`src/rtl/ro_freq_counter_if.sv`:
```
// Measurement request / result handshake between a frequency-meter controller
// (master) and ro_freq_counter (slave).
interface ro_freq_counter_if #(
  parameter int CNT_W  = 24,
  parameter int GATE_W = 20
);
  logic              start;
  logic [GATE_W-1:0] gate_cycles;
  logic              busy;
  logic              result_valid;
  logic              result_ready;
  logic [CNT_W-1:0]  result_count;
  logic              overflow;

  modport master (
    output start, gate_cycles, result_ready,
    input  busy, result_valid, result_count, overflow
  );

  modport slave (
    input  start, gate_cycles, result_ready,
    output busy, result_valid, result_count, overflow
  );
endinterface

```
`src/rtl/ro_freq_counter.sv`:
```
// Ring-oscillator frequency meter: counts synchronized rising edges of ro_in
// over a window of gate_cycles wb_clk_i cycles and returns them via valid/ready.
module ro_freq_counter #(
  parameter int CNT_W       = 24,
  parameter int GATE_W      = 20,
  parameter int SYNC_STAGES = 2
) (
  input  logic             wb_clk_i,
  input  logic             wb_rst_i,
  input  logic             ro_in,
  ro_freq_counter_if.slave bus
);

  typedef enum logic [1:0] {
    IDLE  = 2'd0,
    COUNT = 2'd1,
    HOLD  = 2'd2
  } state_e;

  state_e                 state_q, state_d;
  logic [SYNC_STAGES-1:0] sync_q, sync_d;
  logic                   hist_q, hist_d;
  logic [CNT_W-1:0]       cnt_q, cnt_d;
  logic [GATE_W-1:0]      win_q, win_d;
  logic                   ovf_q, ovf_d;
  logic                   rise;

  // Synchronizer and edge history run in every state, independent of the FSM.
  always_comb begin
    sync_d = {sync_q[SYNC_STAGES-2:0], ro_in};
    hist_d = sync_q[SYNC_STAGES-1];
  end

  assign rise = sync_q[SYNC_STAGES-1] & ~hist_q;

  always_comb begin
    state_d = state_q;
    cnt_d   = cnt_q;
    win_d   = win_q;
    ovf_d   = ovf_q;
    case (state_q)
      IDLE: begin
        if (bus.start) begin
          cnt_d   = '0;
          ovf_d   = 1'b0;
          win_d   = bus.gate_cycles;
          state_d = (bus.gate_cycles == '0) ? HOLD : COUNT;
        end
      end
      COUNT: begin
        win_d = win_q - GATE_W'(1);
        // A rise arriving while already at all-ones is a lost edge.
        if (rise) begin
          if (&cnt_q) begin
            ovf_d = 1'b1;
          end else begin
            cnt_d = cnt_q + CNT_W'(1);
          end
        end
        if (win_q == GATE_W'(1)) begin
          state_d = HOLD;
        end
      end
      HOLD: begin
        if (bus.result_ready) begin
          state_d = IDLE;
        end
      end
      default: begin
        state_d = IDLE;
      end
    endcase
  end

  always_ff @(posedge wb_clk_i or posedge wb_rst_i) begin
    if (wb_rst_i) begin
      state_q <= IDLE;
      sync_q  <= '0;
      hist_q  <= 1'b0;
      cnt_q   <= '0;
      win_q   <= '0;
      ovf_q   <= 1'b0;
    end else begin
      state_q <= state_d;
      sync_q  <= sync_d;
      hist_q  <= hist_d;
      cnt_q   <= cnt_d;
      win_q   <= win_d;
      ovf_q   <= ovf_d;
    end
  end

  // The edge counter only moves in COUNT, so it doubles as the held result.
  assign bus.busy         = (state_q != IDLE);
  assign bus.result_valid = (state_q == HOLD);
  assign bus.result_count = cnt_q;
  assign bus.overflow     = ovf_q;

endmodule

```
`src/flat_wrapper.sv`:
```
// flat-port wrapper written by rule: the top's interface ports become plain ports
module ro_freq_counter_flat 
#(
  parameter int CNT_W       = 24,
  parameter int GATE_W      = 20,
  parameter int SYNC_STAGES = 2
)
  (wb_clk_i, wb_rst_i, ro_in, bus_start, bus_gate_cycles, bus_result_ready, bus_busy, bus_result_valid, bus_result_count, bus_overflow);
  ro_freq_counter_if #(.CNT_W(CNT_W), .GATE_W(GATE_W)) bus_i ();
  input  logic wb_clk_i;
  input  logic wb_rst_i;
  input  logic ro_in;
  input wire logic [$bits(bus_i.start)-1:0] bus_start;
  input wire logic [$bits(bus_i.gate_cycles)-1:0] bus_gate_cycles;
  input wire logic [$bits(bus_i.result_ready)-1:0] bus_result_ready;
  output wire logic [$bits(bus_i.busy)-1:0] bus_busy;
  output wire logic [$bits(bus_i.result_valid)-1:0] bus_result_valid;
  output wire logic [$bits(bus_i.result_count)-1:0] bus_result_count;
  output wire logic [$bits(bus_i.overflow)-1:0] bus_overflow;
  assign bus_i.start = bus_start;
  assign bus_i.gate_cycles = bus_gate_cycles;
  assign bus_i.result_ready = bus_result_ready;
  assign bus_busy = bus_i.busy;
  assign bus_result_valid = bus_i.result_valid;
  assign bus_result_count = bus_i.result_count;
  assign bus_overflow = bus_i.overflow;
  ro_freq_counter #(.CNT_W(CNT_W), .GATE_W(GATE_W), .SYNC_STAGES(SYNC_STAGES)) u_core (.wb_clk_i(wb_clk_i), .wb_rst_i(wb_rst_i), .ro_in(ro_in), .bus(bus_i));
endmodule
```
`config.mk`:
```
export PLATFORM = sky130hd
export DESIGN_NAME = ro_freq_counter_flat
export DESIGN_NICKNAME = d
export VERILOG_FILES = /design/src/rtl/ro_freq_counter_if.sv /design/src/rtl/ro_freq_counter.sv /design/src/flat_wrapper.sv
export SDC_FILE = /design/constraint.sdc
export NUM_CORES = 1
export LEC_CHECK = 0
export BUFFER_PORTS_ARGS = -buffer_cell sky130_fd_sc_hd__buf_4
export CORE_ASPECT_RATIO = 1.1
export CORE_MARGIN = 1
export CORE_UTILIZATION = 35
export DETAILED_ROUTE_END_ITERATION = 8
export SYNTH_ARGS = -nofsm -noshare
export SYNTH_HDL_FRONTEND = slang
export SYNTH_SLANG_ARGS = --single-unit
```
`constraint.sdc`:
```
create_clock -name wb_clk_i -period 2.1 [get_ports wb_clk_i]
set_input_delay 0.21 -clock wb_clk_i [delete_from_list [all_inputs] [get_ports wb_clk_i]]
set_output_delay 0.21 -clock wb_clk_i [all_outputs]
set_load 0.01 [all_outputs]
```
# Word level (Yosys, flattened, before mapping)
# Index checks and enable logic that the tools add are counted.
# Widths: inputs -> output; s select.
# word_totals
ff_bits	50
wordCells	43
# classes
n_eq_ne	9
reduce_logical	9
n_bitwise	2
add_sub_neg	2
n_mux	15
# op_table
op	n
$mux 24	3
$pmux 24 s2	1
$pmux 20 s2	1
$add 24x1->24 const B	1
$reduce_and 24->1	1
$eq 20x1->1 const B	1
$logic_not 20->1	1
$mux 20	1
$sub 20x1->20 const B	1
$mux 2	4
$reduce_and 4->1	2
$ne 2x1->1 const B	3
$ne 2x2->1 const B	3
$pmux 2 s3	1
$reduce_bool 2->1	2
$mux 1	3
$reduce_and 3->1	1
$eq 2x1->1 const B	1
$eq 2x2->1 const B	1
$logic_not 2->1	1
$pmux 1 s2	1
$reduce_and 2->1	1
$and 1x1->1	1
$not 1->1	1

# Depth between registers and ports, before layout
# logic_depth
word_depth	4
ltp_mapped	8
depth_no_buf	7

# Least setup slack after synthesis
# Ideal clock, no wire load.
# synth_path
path_type	register to register
from	register u_core.cnt_q[0] (netlist: u_core.bus.result_count[0])
to	register u_core.cnt_q[13] (netlist: u_core.bus.result_count[13])
arrival_ns	2.010
slack_ns	0.012
path_stages_with_launch	8
synth_period_minus_slack_ns	2.088
required_ns	2.022
path_cell_list	dfrtp_1 > ha_1 > and4_1 > and4_4 > buf_6 > a21o_4 > or4_1 > a21oi_1
# synth_between
elab_chain_len	4
elab_cells_between_ends	7
classes_between	add/sub (1); eq/ne (1); mux (3); reduce/logical (2)
# synth_lines
item	line_no	source
from (decl)	ro_freq_counter.sv:23	logic [CNT_W-1:0] cnt_q, cnt_d;
from (signal assigned)	ro_freq_counter.sv:87	cnt_q <= cnt_d;
$add 24x1->24	ro_freq_counter.sv:57	cnt_d = cnt_q + CNT_W'(1);
$mux 24	ro_freq_counter.sv:54	if (&cnt_q) begin
$mux 24	ro_freq_counter.sv:53	if (rise) begin
$pmux 24 s2	ro_freq_counter.sv:41	case (state_q)
# Several ways; a longest one is shown, not always the timed one. The select of a mux whose other input is x is not followed.
# A chain may end at the register's enable or synchronous reset.

# Worst setup path after layout
# Ends and elaborated chain as after synthesis.

==> flow_summary_export.csv <==
group,metric,value,unit
place,dp_hpwl,5.77,mm
routing,drtAntennaViolNets,0,
sta,worst_pin_slew,0.642,ns
setup_path,crit_path_frequent_cell,"and4_4",
setup_path,r2r_start,"u_core.bus.result_count[0]$_DFFE_PP0P_",
grt,grt_max_degree,51,
cells_and_area,final_net_count,428,
setup_path,crit_path_end_kind,"register",
hold_path,hold_path_class,"in -> async",
clock_tree,worst_skew_pair.late_latency,0.31,ns
setup_path,critPathKind,"reg -> reg",
synthesis,synth-compound-area-share,21.1,%
synthesis,synth_top_flop_cell,"dfrtp_1",
sta,fin_crit_sh,95.5,%
clock_tree,clkTransAtPathRegs,0.10,ns
floorplan,rows,34,
cells_and_area,area_growth,27.5,%
floorplan,die_area,0.00884,mm²
power_and_ir_drop,powerDensity,653,mW/mm²
grt,grt-busiest-layer,"met2",
synthesis,ys_ff_latch,50,
routing,drc,0,
synthesis,ys_seq_area_share,42.2,%
cells_and_area,mostFrequentLayoutCells,"buf_4, dfrtp_1, nand2_1, nor2_1, nand3_1",
clock_tree,clockBufferDepth,2,
sta,rsz0062_at_grt,"no",
floorplan,initial_core_util,36.9,%
grt,antenna_found_initial,0,
grt,grt_pass1_vias,2697,
sta,finClkSkew,0.00804,ns
sta,slew_headroom,57.2,%
setup_path,slowest_stage,"or4_4",
sta,setup_violations,0,
setup_path,ff2ff_path_depth,6,
synthesis,synth_area_per_cell,8.95,µm²
synthesis,synth_top_family_by_area,"simple AND/OR/NAND/NOR gates",
routing,first_pass_iters,4,
synthesis,ys_types,54,
setup_path,cp_slowest_stage_delay,0.51,ns
sta,finalMaxSlewViolations,0,
grt,met3_usage,3.09,%
synthesis,ys_warn_count,0,
cells_and_area,final_common_cell,"buf_4",
synthesis,synthesis.nets,359,
clock_tree,cts_tree,"yes",
setup_path,regToRegSetupSlack,0.09,ns
cells_and_area,antennaDiodeCount,0,
setup_path,crit_fanout,10,
place,post_dp_cell_area,0.00360,mm²
floorplan,coreArea,0.00804,mm²
grt,use_met2,33.0,%
setup_path,required,2.34,ns
synthesis,synth_edf_count,0,
setup_path,cp.arrival,2.25,ns
sta,setup_tns,0,ns
synthesis,yosys-mux-area-fraction,1.69,%
routing,avgRoutedWirePerCell,15.6,µm
setup_path,path_cells,"ha_1 -> and4_4 -> and4_4 -> a21o_4 -> or4_4 -> a21oi_2",
cells_and_area,finish.instance_area,0.00378,mm²
grt,use_met1,23.6,%
synthesis,synth-async-reset-ratio,100,%
clock_tree,cts_sinks,50,
routing,first_iter_violations,143,
power_and_ir_drop,p_leak,1.58,nW
outcome,status,"complete, no violations",
synthesis,synth_xor_area_share,3.55,%
floorplan,boundaryPins,52,
place,portBuffers,51,
synthesis,synthesis.area,0.00296,mm²
place,gp_congestion,0.864,
sta,clock.fmax,499,MHz
power_and_ir_drop,finalPower,2.47,mW
cells_and_area,layout-drive-gt1-share,25.9,%
grt,grt_pass1_wl,13.4,mm
clock_tree,cts-root-buf,"clkbuf_8",
power_and_ir_drop,max-vdd-ir-drop,0.347,mV
floorplan,die_y,98.5,µm
sta,fin_crit,2.01,ns
clock_tree,cts_buffers,5,
flow_run,max_cap_viol_count,0,
routing,viasPerCell,5.61,
grt,grt_use_total,18.7,%
routing,routed_wl,7.96,mm
synthesis,synthAdderAreaFrac,1.27,%
floorplan,die_w,89.7,µm
grt,grt_overflow_total,0,
synthesis,synth_cells,331,
setup_path,cp-start-kind,"register",
setup_path,r2r-end,"u_core.bus.result_count[13]$_DFFE_PP0P_",
synthesis,synth_simple_gate_area_share,25.9,%
routing,vias,2856,
sta,hold_viol,0,
clock_tree,htreeDepth,2,
-- critical path, delay by kind of cell (launching register included) --
family	cells	cell delay, ns
simple gates	3	0.92
fa+ha+maj	1	0.23
flops	1	0.39
compound gates	2	0.40
-- layer usage --
layer	vias up	part of all wire, %
met1	1377	45
met5	-	0
met4	0	1.1
met3	8	3.5
met2	72	50
li1	1399	-
-- stage by stage --
step | util, % | worst slack [ns] | instances | hold slack, ns
4_1_cts | 46.6 | 0.0119 | 508 | 0.0944
6_report | 47.0 | 0.0941 | 509 | 0.0738
3_5_place_dp | 44.7 | 0.0261 | 499 | 0.322
5_1_grt | 47.0 | 0.00153 | 509 | 0.101
2_1_floorplan | - | 0.0123 | 331 | 0.241
3_3_place_gp | 44.7 | 0.0710 | 499 | 0.323
-- Yosys cell counts, drive strengths merged, types with 3 or more instances --
cell type / n / area, µm²
nand2: 36 / 135
a21o: 3 / 30.0
o22a: 9 / 78.8
a21oi: 23 / 119
or4: 7 / 52.6
o311ai: 4 / 35.0
and4: 6 / 55.1
nor2: 30 / 113
o21ai: 9 / 45.0
and3: 4 / 25.0
nand4: 4 / 25.0
nand3: 21 / 105
or3: 3 / 18.8
mux2i: 5 / 50.1
o211ai: 5 / 37.5
ha: 3 / 37.5
inv: 8 / 30.0
clkbuf: 11 / 41.3
a31oi: 5 / 31.3
dfrtp: 50 / 1250
o31ai: 7 / 52.6
o22ai: 11 / 68.8
xnor2: 11 / 96.3
buf: 8 / 55.1
a211oi: 4 / 30.0
nor4: 10 / 75.1
nor3: 8 / 45.0
-- state kept, by name, indices dropped and copies added, names as in the netlist --
name / flops
u_core.bus.overflow: 1
u_core.state_q: 2
u_core.win_q: 20
u_core.hist_q: 1
u_core.bus.result_count: 24
u_core.sync_q: 2
-- power breakdown --
part / switching (mW) / internal (mW) / leakage [nW]
Sequential: 0.0719 / 1.04 / 0.554
Clock: 0.342 / 0.508 / 0.0714
Combinational: 0.251 / 0.261 / 0.955
-- timing repair --
item / CTS / global route
setup buffers: 0 / 1
hold buffers: 1 / 0
gates resized for setup: 0 / 5
pin swaps: 1 / 1
endpoints found under the hold margin: 1 / 0
endpoints found under the setup margin: 1 / 9
-- how the worst max path moves through the flow --
stage                                                 from                                 endpoint  depth (start not counted)
finish              u_core.bus.result_count[0]$_DFFE_PP0P_  u_core.bus.result_count[13]$_DFFE_PP0P_                          6
global route                   u_core.win_q[0]$_DFFE_PP0P_              u_core.win_q[8]$_DFFE_PP0P_                          7
CTS                 u_core.bus.result_count[0]$_DFFE_PP0P_  u_core.bus.result_count[13]$_DFFE_PP0P_                          6
detailed placement  u_core.bus.result_count[0]$_DFFE_PP0P_  u_core.bus.result_count[13]$_DFFE_PP0P_                          6
global placement    u_core.bus.result_count[0]$_DFFE_PP0P_  u_core.bus.result_count[13]$_DFFE_PP0P_                          6
floorplan           u_core.bus.result_count[0]$_DFFE_PP0P_  u_core.bus.result_count[13]$_DFFE_PP0P_                          7
-- kinds of logic (layout without fill, tap and decap cells) --
kind of cell               Yosys count  in the layout
and+or+nand+nor                    143            143
xor gates and xnor gates            12             12
adders and majority gates            3              3
DFF                                 50             50
muxes                                5              5
buffers and inverters               27             97
AOI/OAI and AO/OA                   91             91
-- cell type report --
cell class	count	area, µm²
Sequential cell	50	1250
Clock buffer	6	82.6
Fill cell	833	4260
Multi-Input combinational cell	254	1610
Inverter	8	30.0
Clock inverter	2	60.1
Tap cell	108	135
Timing Repair Buffer	81	611
(Power assumes the default switching activity.)
